**src/rtl/trade_pkg.sv**
```systemverilog
// Shared types and constants for the SMA trade order generator.
package trade_pkg;

    typedef enum logic [1:0] {
        IDLE,
        SEND,
        WAIT_ACK,
        COOLDOWN
    } order_state_e;

    typedef enum logic {
        SIDE_SELL = 1'b0,
        SIDE_BUY  = 1'b1
    } side_e;

    localparam int ORDER_ID_W = 8;

    function automatic int max_int(input int a, input int b);
        return (a > b) ? a : b;
    endfunction

endpackage

```
**src/rtl/trade_order_timer.sv**
```systemverilog
// Loadable down-counter shared by the ack-timeout and cooldown phases.
module trade_order_timer #(
    parameter int WIDTH = 7
) (
    input  logic             clk,
    input  logic             rst,
    input  logic             load,
    input  logic [WIDTH-1:0] load_value,
    output logic             expired
);

    logic [WIDTH-1:0] count;

    always_ff @(posedge clk) begin
        if (rst) begin
            count <= '0;
        end else if (load) begin
            count <= load_value;
        end else if (count != '0) begin
            count <= count - 1'b1;
        end
    end

    // Flags the last cycle of a loaded interval, so a load of N spans exactly N cycles.
    assign expired = (count <= WIDTH'(1));

endmodule

```
**src/rtl/trade_order_gen.sv**
```systemverilog
// Turns qualified buy/sell pulses into single-unit orders and tracks fills and net position.
// Optional statistics counters are enabled by defining ORDER_STATS_EN.
module trade_order_gen
    import trade_pkg::*;
#(
    parameter int DATA_WIDTH      = 16,
    parameter int MAX_POS         = 8,
    parameter int COOLDOWN_CYCLES = 4,
    parameter int ACK_TIMEOUT     = 64
) (
    input  logic                  clk,
    input  logic                  rst,
    input  logic                  buy_signal,
    input  logic                  sell_signal,
    input  logic                  data_valid_sma,
    input  logic [DATA_WIDTH-1:0] price,
    output logic                  order_valid,
    input  logic                  order_ready,
    output logic                  order_side,
    output logic [DATA_WIDTH-1:0] order_price,
    output logic [ORDER_ID_W-1:0] order_id,
    input  logic                  fill_ack,
    input  logic                  fill_reject,
    output logic [7:0]            position,
    output logic                  busy,
    output logic                  timeout_err
`ifdef ORDER_STATS_EN
    ,
    output logic [15:0]           orders_sent,
    output logic [15:0]           signals_dropped,
    output logic [15:0]           timeouts
`endif
);

    localparam int TIMER_W = $clog2(max_int(ACK_TIMEOUT, COOLDOWN_CYCLES) + 1);
    localparam logic signed [7:0] POS_LIMIT = 8'(MAX_POS);

    order_state_e        state;
    side_e               side;
    logic signed [7:0]   pos;
    logic                single_signal;
    logic                limit_ok;
    logic                accept;
    logic                handshake;
    logic                resolve;
    logic                timer_load;
    logic                timer_expired;
    logic [TIMER_W-1:0]  timer_value;

    assign single_signal = data_valid_sma && (buy_signal ^ sell_signal);
    assign limit_ok      = buy_signal ? (pos < POS_LIMIT) : (pos > -POS_LIMIT);
    assign accept        = (state == IDLE) && single_signal && limit_ok;
    assign handshake     = (state == SEND) && order_ready;
    assign resolve       = (state == WAIT_ACK) && (fill_ack || fill_reject || timer_expired);
    assign timer_load    = handshake || resolve;
    assign timer_value   = handshake ? TIMER_W'(ACK_TIMEOUT) : TIMER_W'(COOLDOWN_CYCLES);

    trade_order_timer #(
        .WIDTH(TIMER_W)
    ) u_timer (
        .clk       (clk),
        .rst       (rst),
        .load      (timer_load),
        .load_value(timer_value),
        .expired   (timer_expired)
    );

    // A fill and a reject together count as a reject; any response beats a same-cycle expiry.
    always_ff @(posedge clk) begin
        if (rst) begin
            state       <= IDLE;
            side        <= SIDE_SELL;
            order_valid <= 1'b0;
            order_price <= '0;
            order_id    <= '0;
            pos         <= '0;
            busy        <= 1'b0;
            timeout_err <= 1'b0;
        end else begin
            timeout_err <= 1'b0;
            case (state)
                IDLE: begin
                    if (accept) begin
                        state       <= SEND;
                        busy        <= 1'b1;
                        order_valid <= 1'b1;
                        side        <= buy_signal ? SIDE_BUY : SIDE_SELL;
                        order_price <= price;
                    end
                end
                SEND: begin
                    if (order_ready) begin
                        state       <= WAIT_ACK;
                        order_valid <= 1'b0;
                        order_id    <= order_id + 1'b1;
                    end
                end
                WAIT_ACK: begin
                    if (fill_reject) begin
                        state <= COOLDOWN;
                    end else if (fill_ack) begin
                        pos   <= (side == SIDE_BUY) ? pos + 8'sd1 : pos - 8'sd1;
                        state <= COOLDOWN;
                    end else if (timer_expired) begin
                        timeout_err <= 1'b1;
                        state       <= COOLDOWN;
                    end
                end
                COOLDOWN: begin
                    if (timer_expired) begin
                        state <= IDLE;
                        busy  <= 1'b0;
                    end
                end
                default: begin
                    state <= IDLE;
                    busy  <= 1'b0;
                end
            endcase
        end
    end

    assign order_side = side;
    assign position   = pos;

`ifdef ORDER_STATS_EN
    logic any_signal;
    logic timeout_event;

    assign any_signal    = data_valid_sma && (buy_signal || sell_signal);
    assign timeout_event = (state == WAIT_ACK) && !fill_ack && !fill_reject && timer_expired;

    always_ff @(posedge clk) begin
        if (rst) begin
            orders_sent     <= '0;
            signals_dropped <= '0;
            timeouts        <= '0;
        end else begin
            if (handshake && orders_sent != 16'hFFFF) begin
                orders_sent <= orders_sent + 16'd1;
            end
            if (any_signal && !accept && signals_dropped != 16'hFFFF) begin
                signals_dropped <= signals_dropped + 16'd1;
            end
            if (timeout_event && timeouts != 16'hFFFF) begin
                timeouts <= timeouts + 16'd1;
            end
        end
    end
`endif

endmodule

```
**config.mk**
```make
export PLATFORM = sky130hd
export DESIGN_NAME = trade_order_gen
export DESIGN_NICKNAME = d
export VERILOG_FILES = /design/src/rtl/trade_pkg.sv /design/src/rtl/trade_order_timer.sv /design/src/rtl/trade_order_gen.sv
export SDC_FILE = /design/constraint.sdc
export NUM_CORES = 1
export LEC_CHECK = 0
export ABC_AREA = 1
export BUFFER_PORTS_ARGS = -buffer_cell sky130_fd_sc_hd__clkbuf_2
export CAP_MARGIN = 0
export CORE_UTILIZATION = 40
export DETAILED_ROUTE_END_ITERATION = 10
export MAX_ROUTING_LAYER = met4
export SETUP_SLACK_MARGIN = 0.4
export SLEW_MARGIN = 5
export SYNTH_ARGS = -nofsm -noshare
export SYNTH_HDL_FRONTEND = slang
export SYNTH_SLANG_ARGS = --single-unit
```
**constraint.sdc**
```tcl
create_clock -name clk -period 1.5 [get_ports clk]
set_input_delay 0.15 -clock clk [delete_from_list [all_inputs] [get_ports clk]]
set_output_delay 0.15 -clock clk [all_outputs]
set_load 0.01 [all_outputs]
```
==> flow_summary.toml, run 1 <==
[sta]
fin_crit_sh_pct = 98.4
rsz0062_at_grt = "yes"
fin_hold_ws_ps = 106
tightest_slew_ps = 215
drv_slew = 0
finalHoldViolations = 0
max_freq_mhz = 678
setup_viol_count_final = 0
finalCriticalPeriod_ps = 1480
slew_headroom_pct = 85.5
setup_ws_ps = 24.6
skew_ps = 6.53

[route]
antenna_left = 0
vias_per_cell = 4.77
drc_errors = 0
vias = 2436
first_iter_violations = 70
drtPass1Iterations = 4
wirelength_um = 6170
routedWlPerCell_um = 12.1

[critical_path]
critPathMaxFanout = 18
endpoint_kind = "flip-flop"
cp-start-kind = "flip-flop"
crit_arrival_ps = 1680
path_delay_family = "flip-flops"
crit_chain = "inv_4 -> ha_4 -> nand2_4 -> a21oi_4 -> nand3_4 -> buf_12 -> o21ai_2 -> a21oi_2"
worst-path-buf-inv = 2
crit_required_ps = 1700
critPathMaxStageDelay_ps = 380
cp_slowest_cell = "dfxtp_4"
path_class = "flip-flop to flip-flop"

[global_routing]
grt_pass1_wl_um = 9490
antenna_found_initial = 0
gr-usage-all-layers_pct = 19.0
grt_overflow = 0
grt_pass1_vias = 2202
grt_max_degree = 19

[floorplan]
start_util_pct = 41.8
die_y_um = 81.1
row_count = 28
die_area_mm2 = 0.00658
die_w_um = 81.1
ioPinCount = 60
core_mm2 = 0.00599

[power]
ir_drop_mv = 0.979
p_per_area_mw_per_mm2 = 1500
leakagePower_nw = 1.70

[worst_hold_path]
hold_path_class = "input pin to flip-flop"

[clock_tree]
cts.sink_count = 45
path_clk_slew_ps = 90
cts_tree = "yes"
clk_latency_ps = 300
root_buffer = "clkbuf_8"
htree_levels = 2
ctsHoldBuffers = 0
clockBufferDepth = 2
cts_buffers = 5

[placement]
globalplace.congestion = 0.814
pre_cts_ws_ps = -34.9
dp_cells = 481
port-buffer-count = 59
dp_hpwl_um = 4330

[final_layout]
fill_cells = 499
antennaDiodeCount = 0
drive_gt1_share_pct = 53.9
stdcell_count = 511
area_growth_syn_to_layout_pct = 51.6
final_nets = 475

[synth]
yosys_warnings = 0
ys_ff_latch = 45
synth_area_leaders = "dfxtp_1 36%, inv_1 9.3%, nand2_1 9.0%, ha_1 7.5%, nor2_1 5.7%"
synth.distinct_cells = 27
synth_top_cell_by_area = "dfxtp_1"
synth_area_per_cell_um2 = 7.34
synth_fp_nets = 381
synth_area_mm2 = 0.00250
syn-instance-count = 341
yosysTopAreaCellShare_pct = 36.0
yosysSeqAreaShare_pct = 36.0

[run]
drv_cap = 0

[status]
status = "completed"
[cell families (layout without fill, tap and decap cells)]
group,Yosys count,in the layout,share of synthesized area [%]
adders and majority gates,16,16,8.30
AOI/OAI and AO/OA,70,70,18.7
buffers and inverters,71,165,11.8
DFF,45,45,36.0
xor gates and xnor gates,6,6,2.10
and+or+nand+nor,133,134,23.2
[metrics by stage]
| step | area, um2 | TNS (ps) | power, W | utilization (%) |
|---|---|---|---|---|
| floorplan | 2750 | 0 | 0.00344 | - |
| global placement | 3190 | -22.5 | 0.00394 | 53.3 |
| detailed placement | 3190 | -36.2 | 0.00399 | 53.3 |
| global route | 3790 | -455 | 0.00610 | 63.3 |
| finish | 3790 | 0 | 0.00567 | 63.3 |
| CTS | 3510 | 0 | 0.00518 | 58.7 |
[routing by layer]
| layer | vias to the layer above | GRT usage [%] | share of wire [%] |
|---|---|---|---|
| met1 | 1111 | 22.9 | 44 |
| met4 | 0 | 3.75 | 1.2 |
| met3 | 10 | 4.16 | 3.5 |
| met2 | 44 | 32.5 | 51 |
| li1 | 1271 | - | - |
| met5 | - | - | 0 |
[where the power goes]
group | internal (W) | leakage, nW | switching, W
sequential | 0.00145 | 0.379 | 0.000207
combinational | 0.00144 | 1.27 | 0.00179
clock | 0.000331 | 0.0445 | 0.000446
[final timing paths]
path,from,to,slack [ps],cells after the start
worst max-delay path,state[0],order_price[5],20,8
worst min-delay path,price[2],order_price[2],110,3
worst max register to register,state[0],order_price[5],20,8
worst min register to register,order_price[12],order_price[12],450,2
[registers in the layout, indices dropped and copies added (netlist names)]
signal and flops:
order_valid 1, order_side 1, order_price 16, u_timer.count 7, busy 1, order_id 8
position 8, timeout_err 1, state 2
[synth_stat cells]
cell type / n
a21oi_1: 24
a21oi_2: 14
a21oi_4: 1
buf_2: 5
buf_6: 3
dfxtp_1: 45
fa_1: 1
ha_1: 15
inv_1: 62
inv_2: 1
nand2_1: 60
nand2_2: 4
nand3_1: 18
nand3_2: 1
nand3_4: 1
nand3b_1: 3
nand4_1: 3
nor2_1: 38
nor2_2: 2
nor3_1: 3
o211ai_1: 2
o21a_1: 1
o21ai_0: 15
o21ai_1: 1
o21ai_2: 12
xnor2_1: 2
xor2_1: 4
[what timing repair did]
item | 4_1_cts | 5_1_grt
pin swaps | 7 | 20
buffers inserted | 11 | 9
setup endpoints to repair | 45 | 47
gates resized for setup | 42 | 64
gates cloned | 2 | 0
hold endpoints to repair | 0 | 0
[cell usage in the layout (no fill, tap or decap), types with 2 or more instances in the layout]
| cell type | netlist | routed |
|---|---|---|
| nor2_4 | 0 | 3 |
| clkinvlp_4 | 0 | 3 |
| nand3b_1 | 3 | 3 |
| xor2_1 | 4 | 4 |
| nand2_1 | 60 | 46 |
| dfxtp_1 | 45 | 23 |
| ha_4 | 0 | 11 |
| nand3_1 | 18 | 6 |
| a21oi_4 | 1 | 3 |
| a21oi_1 | 24 | 15 |
| clkbuf_2 | 0 | 57 |
| a21oi_2 | 14 | 21 |
| o21ai_0 | 15 | 5 |
| dfxtp_2 | 0 | 17 |
| dfxtp_4 | 0 | 5 |
| inv_6 | 0 | 2 |
| inv_2 | 1 | 5 |
| o211ai_1 | 2 | 2 |
| nand3_4 | 1 | 6 |
| nand4_1 | 3 | 3 |
| nor2_2 | 2 | 5 |
| inv_1 | 62 | 49 |
| o21ai_2 | 12 | 15 |
| nand2_4 | 0 | 7 |
| nand3_2 | 1 | 9 |
| buf_4 | 0 | 22 |
| clkbuf_8 | 0 | 5 |
| ha_1 | 15 | 4 |
| nor2_1 | 38 | 32 |
| nand2_2 | 4 | 10 |
| inv_4 | 0 | 5 |
| buf_6 | 3 | 13 |
| o21ai_4 | 0 | 2 |
| o21ai_1 | 1 | 6 |
[worst reg2reg max path, stage by stage, from the launching register on]
cell     delay, ps
dfxtp_4        380
inv_4           80
ha_4           140
nand2_4         50
a21oi_4        190
nand3_4        160
buf_12         200
o21ai_2        140
a21oi_2         40
[area by class of cell]
class	count	area (um2)	area share (%)
multi-input cells	226	1770	46.8
flip-flops and latches	45	941	24.8
repair buffers	93	617	16.3
inverters	63	270	7.12
well taps	75	93.8	2.47
clock buffers	5	68.8	1.81
clock inverters	3	21.3	0.561
repair inverters	1	7.51	0.198
(Power assumes the default switching activity.)
==> run 2, diff against run 1 <==
Settings changed: BUFFER_PORTS_ARGS -buffer_cell sky130_fd_sc_hd__clkbuf_2 to unset, DONT_BUFFER_PORTS set to 1.
Clock period 1.5 ns to 1.6 ns, I/O delays scaled along.
==> flow_summary.toml, run 2 (same netlist as run 1, synthesis figures left out) <==
[worst_hold_path]
hold_depth = 3
hold_path_class = "input pin to flip-flop"

[sta]
drv_slew = 0
tns_ps = 0
fin_crit_sh_pct = 92.8
slew_headroom_pct = 73.2
setup_viol_count_final = 0
fin_hold_ws_ps = 5.09
skew_ps = 11.4
max_freq_mhz = 674
rsz0062_at_grt = "yes"
tightest_slew_ps = 401
finalCriticalPeriod_ps = 1480
finalHoldViolations = 0

[global_routing]
grt_pass1_vias = 2253
antenna_found_initial = 0
gr-usage-all-layers_pct = 20.6
grt_pass1_wl_um = 10200
grt_max_degree = 24
grt_overflow = 0

[floorplan]
row_count = 28
die_area_mm2 = 0.00658
core_mm2 = 0.00599
start_util_pct = 41.8
die_y_um = 81.1
die_w_um = 81.1
ioPinCount = 60

[final_layout]
top_register = "order_price"
area_growth_syn_to_layout_pct = 52.9
final_core_util_pct = 63.9
layout_commonest_cell = "inv_1"
seq_area_um2 = 933
finish.instance_area_mm2 = 0.00383
antennaDiodeCount = 0
final_nets = 444
layout_common_cells = "51 x inv_1, 42 x nand2_1, 35 x buf_4"
drive_gt1_share_pct = 48.1
largest_register_ff_count = 16
multi_input_area_mm2 = 0.00181
fill_cells = 505

[placement]
port-buffer-count = 0
place_area_mm2 = 0.00284
dp_hpwl_um = 4020
globalplace.congestion = 0.849

[clock_tree]
cts_buffers = 5
clk_latency_ps = 310
root_buffer = "clkbuf_8"
clockBufferDepth = 2
htree_levels = 2
path_clk_slew_ps = 100
cts_tree = "yes"
cts.sink_count = 45

[route]
antenna_left = 0
drc_errors = 0
vias_per_cell = 4.89
routedWlPerCell_um = 14.1
vias = 2347
drtPass1Iterations = 4
first_iter_violations = 108
wirelength_um = 6780

[critical_path]
cp-start-kind = "flip-flop"
ff2ff_path_depth = 10
path_class = "flip-flop to flip-flop"
crit_required_ps = 1810
endpoint_kind = "flip-flop"
crit_arrival_ps = 1700
critPathMaxFanout = 6

[power]
total_power_w = 0.00559
ir_drop_mv = 0.904
p_per_area_mw_per_mm2 = 1460
leakagePower_nw = 1.57

[status]
status = "completed"

[run]
drv_cap = 0
[run 2: per-stage QoR]
step	instances	worst slack, ps
finish	480	116
global route	480	21.8
CTS	466	159
detailed placement	422	104
global placement	422	85.7
floorplan	341	252
[run 2: power by group]
group	internal [W]	total [W]	switching [W]	leakage [nW]
Sequential	0.00136	0.00160	0.000231	0.375
Clock	0.000316	0.000754	0.000438	0.0447
Combinational	0.00153	0.00324	0.00171	1.15
Total	0.00321	0.00559	0.00237	1.57
[run 2: routing by layer]
metal	GRT usage [%]	share of wire, %
met4	3.75	0.74
met5	-	0
met3	4.61	3.2
met2	35.2	53
met1	24.8	43
[run 2: final timing paths]
check / from / end / slack [ps]
worst max-delay path: state[0] / state[0] / 120
worst min register to register: order_price[8] / order_price[8] / 510
worst min-delay path: rst / position[5] / 5
worst max register to register: state[0] / state[0] / 120
[run 2: repair_timing]
item / 4_1_cts / 5_1_grt
pin swaps: 25 / 34
cloned: 2 / 2
endpoints found under the setup margin: 38 / 44
buffers inserted: 25 / 11
hold buffers: 9 / 1
resized for setup: 68 / 59
endpoints found under the hold margin: 13 / 1
[run 2: worst max-delay path, stage by stage (launching register included)]
cell,delay (ps)
dfxtp_4,360
inv_4,70
ha_4,140
nand2_4,50
a21oi_4,150
nand3_4,170
buf_6,180
nand2_8,80
nand3_2,70
nand2_1,70
nor2_1,40
[run 2: layout make-up]
| cell class | count | area share (%) |
|---|---|---|
| Clock inverter | 3 | 0.654 |
| Clock buffer | 5 | 1.80 |
| Timing Repair Buffer | 63 | 16.4 |
| Timing Repair inverter | 1 | 0.196 |
| Multi-Input combinational cell | 225 | 47.3 |
| Tap cell | 75 | 2.45 |
| Sequential cell | 45 | 24.4 |
| Inverter | 63 | 6.86 |
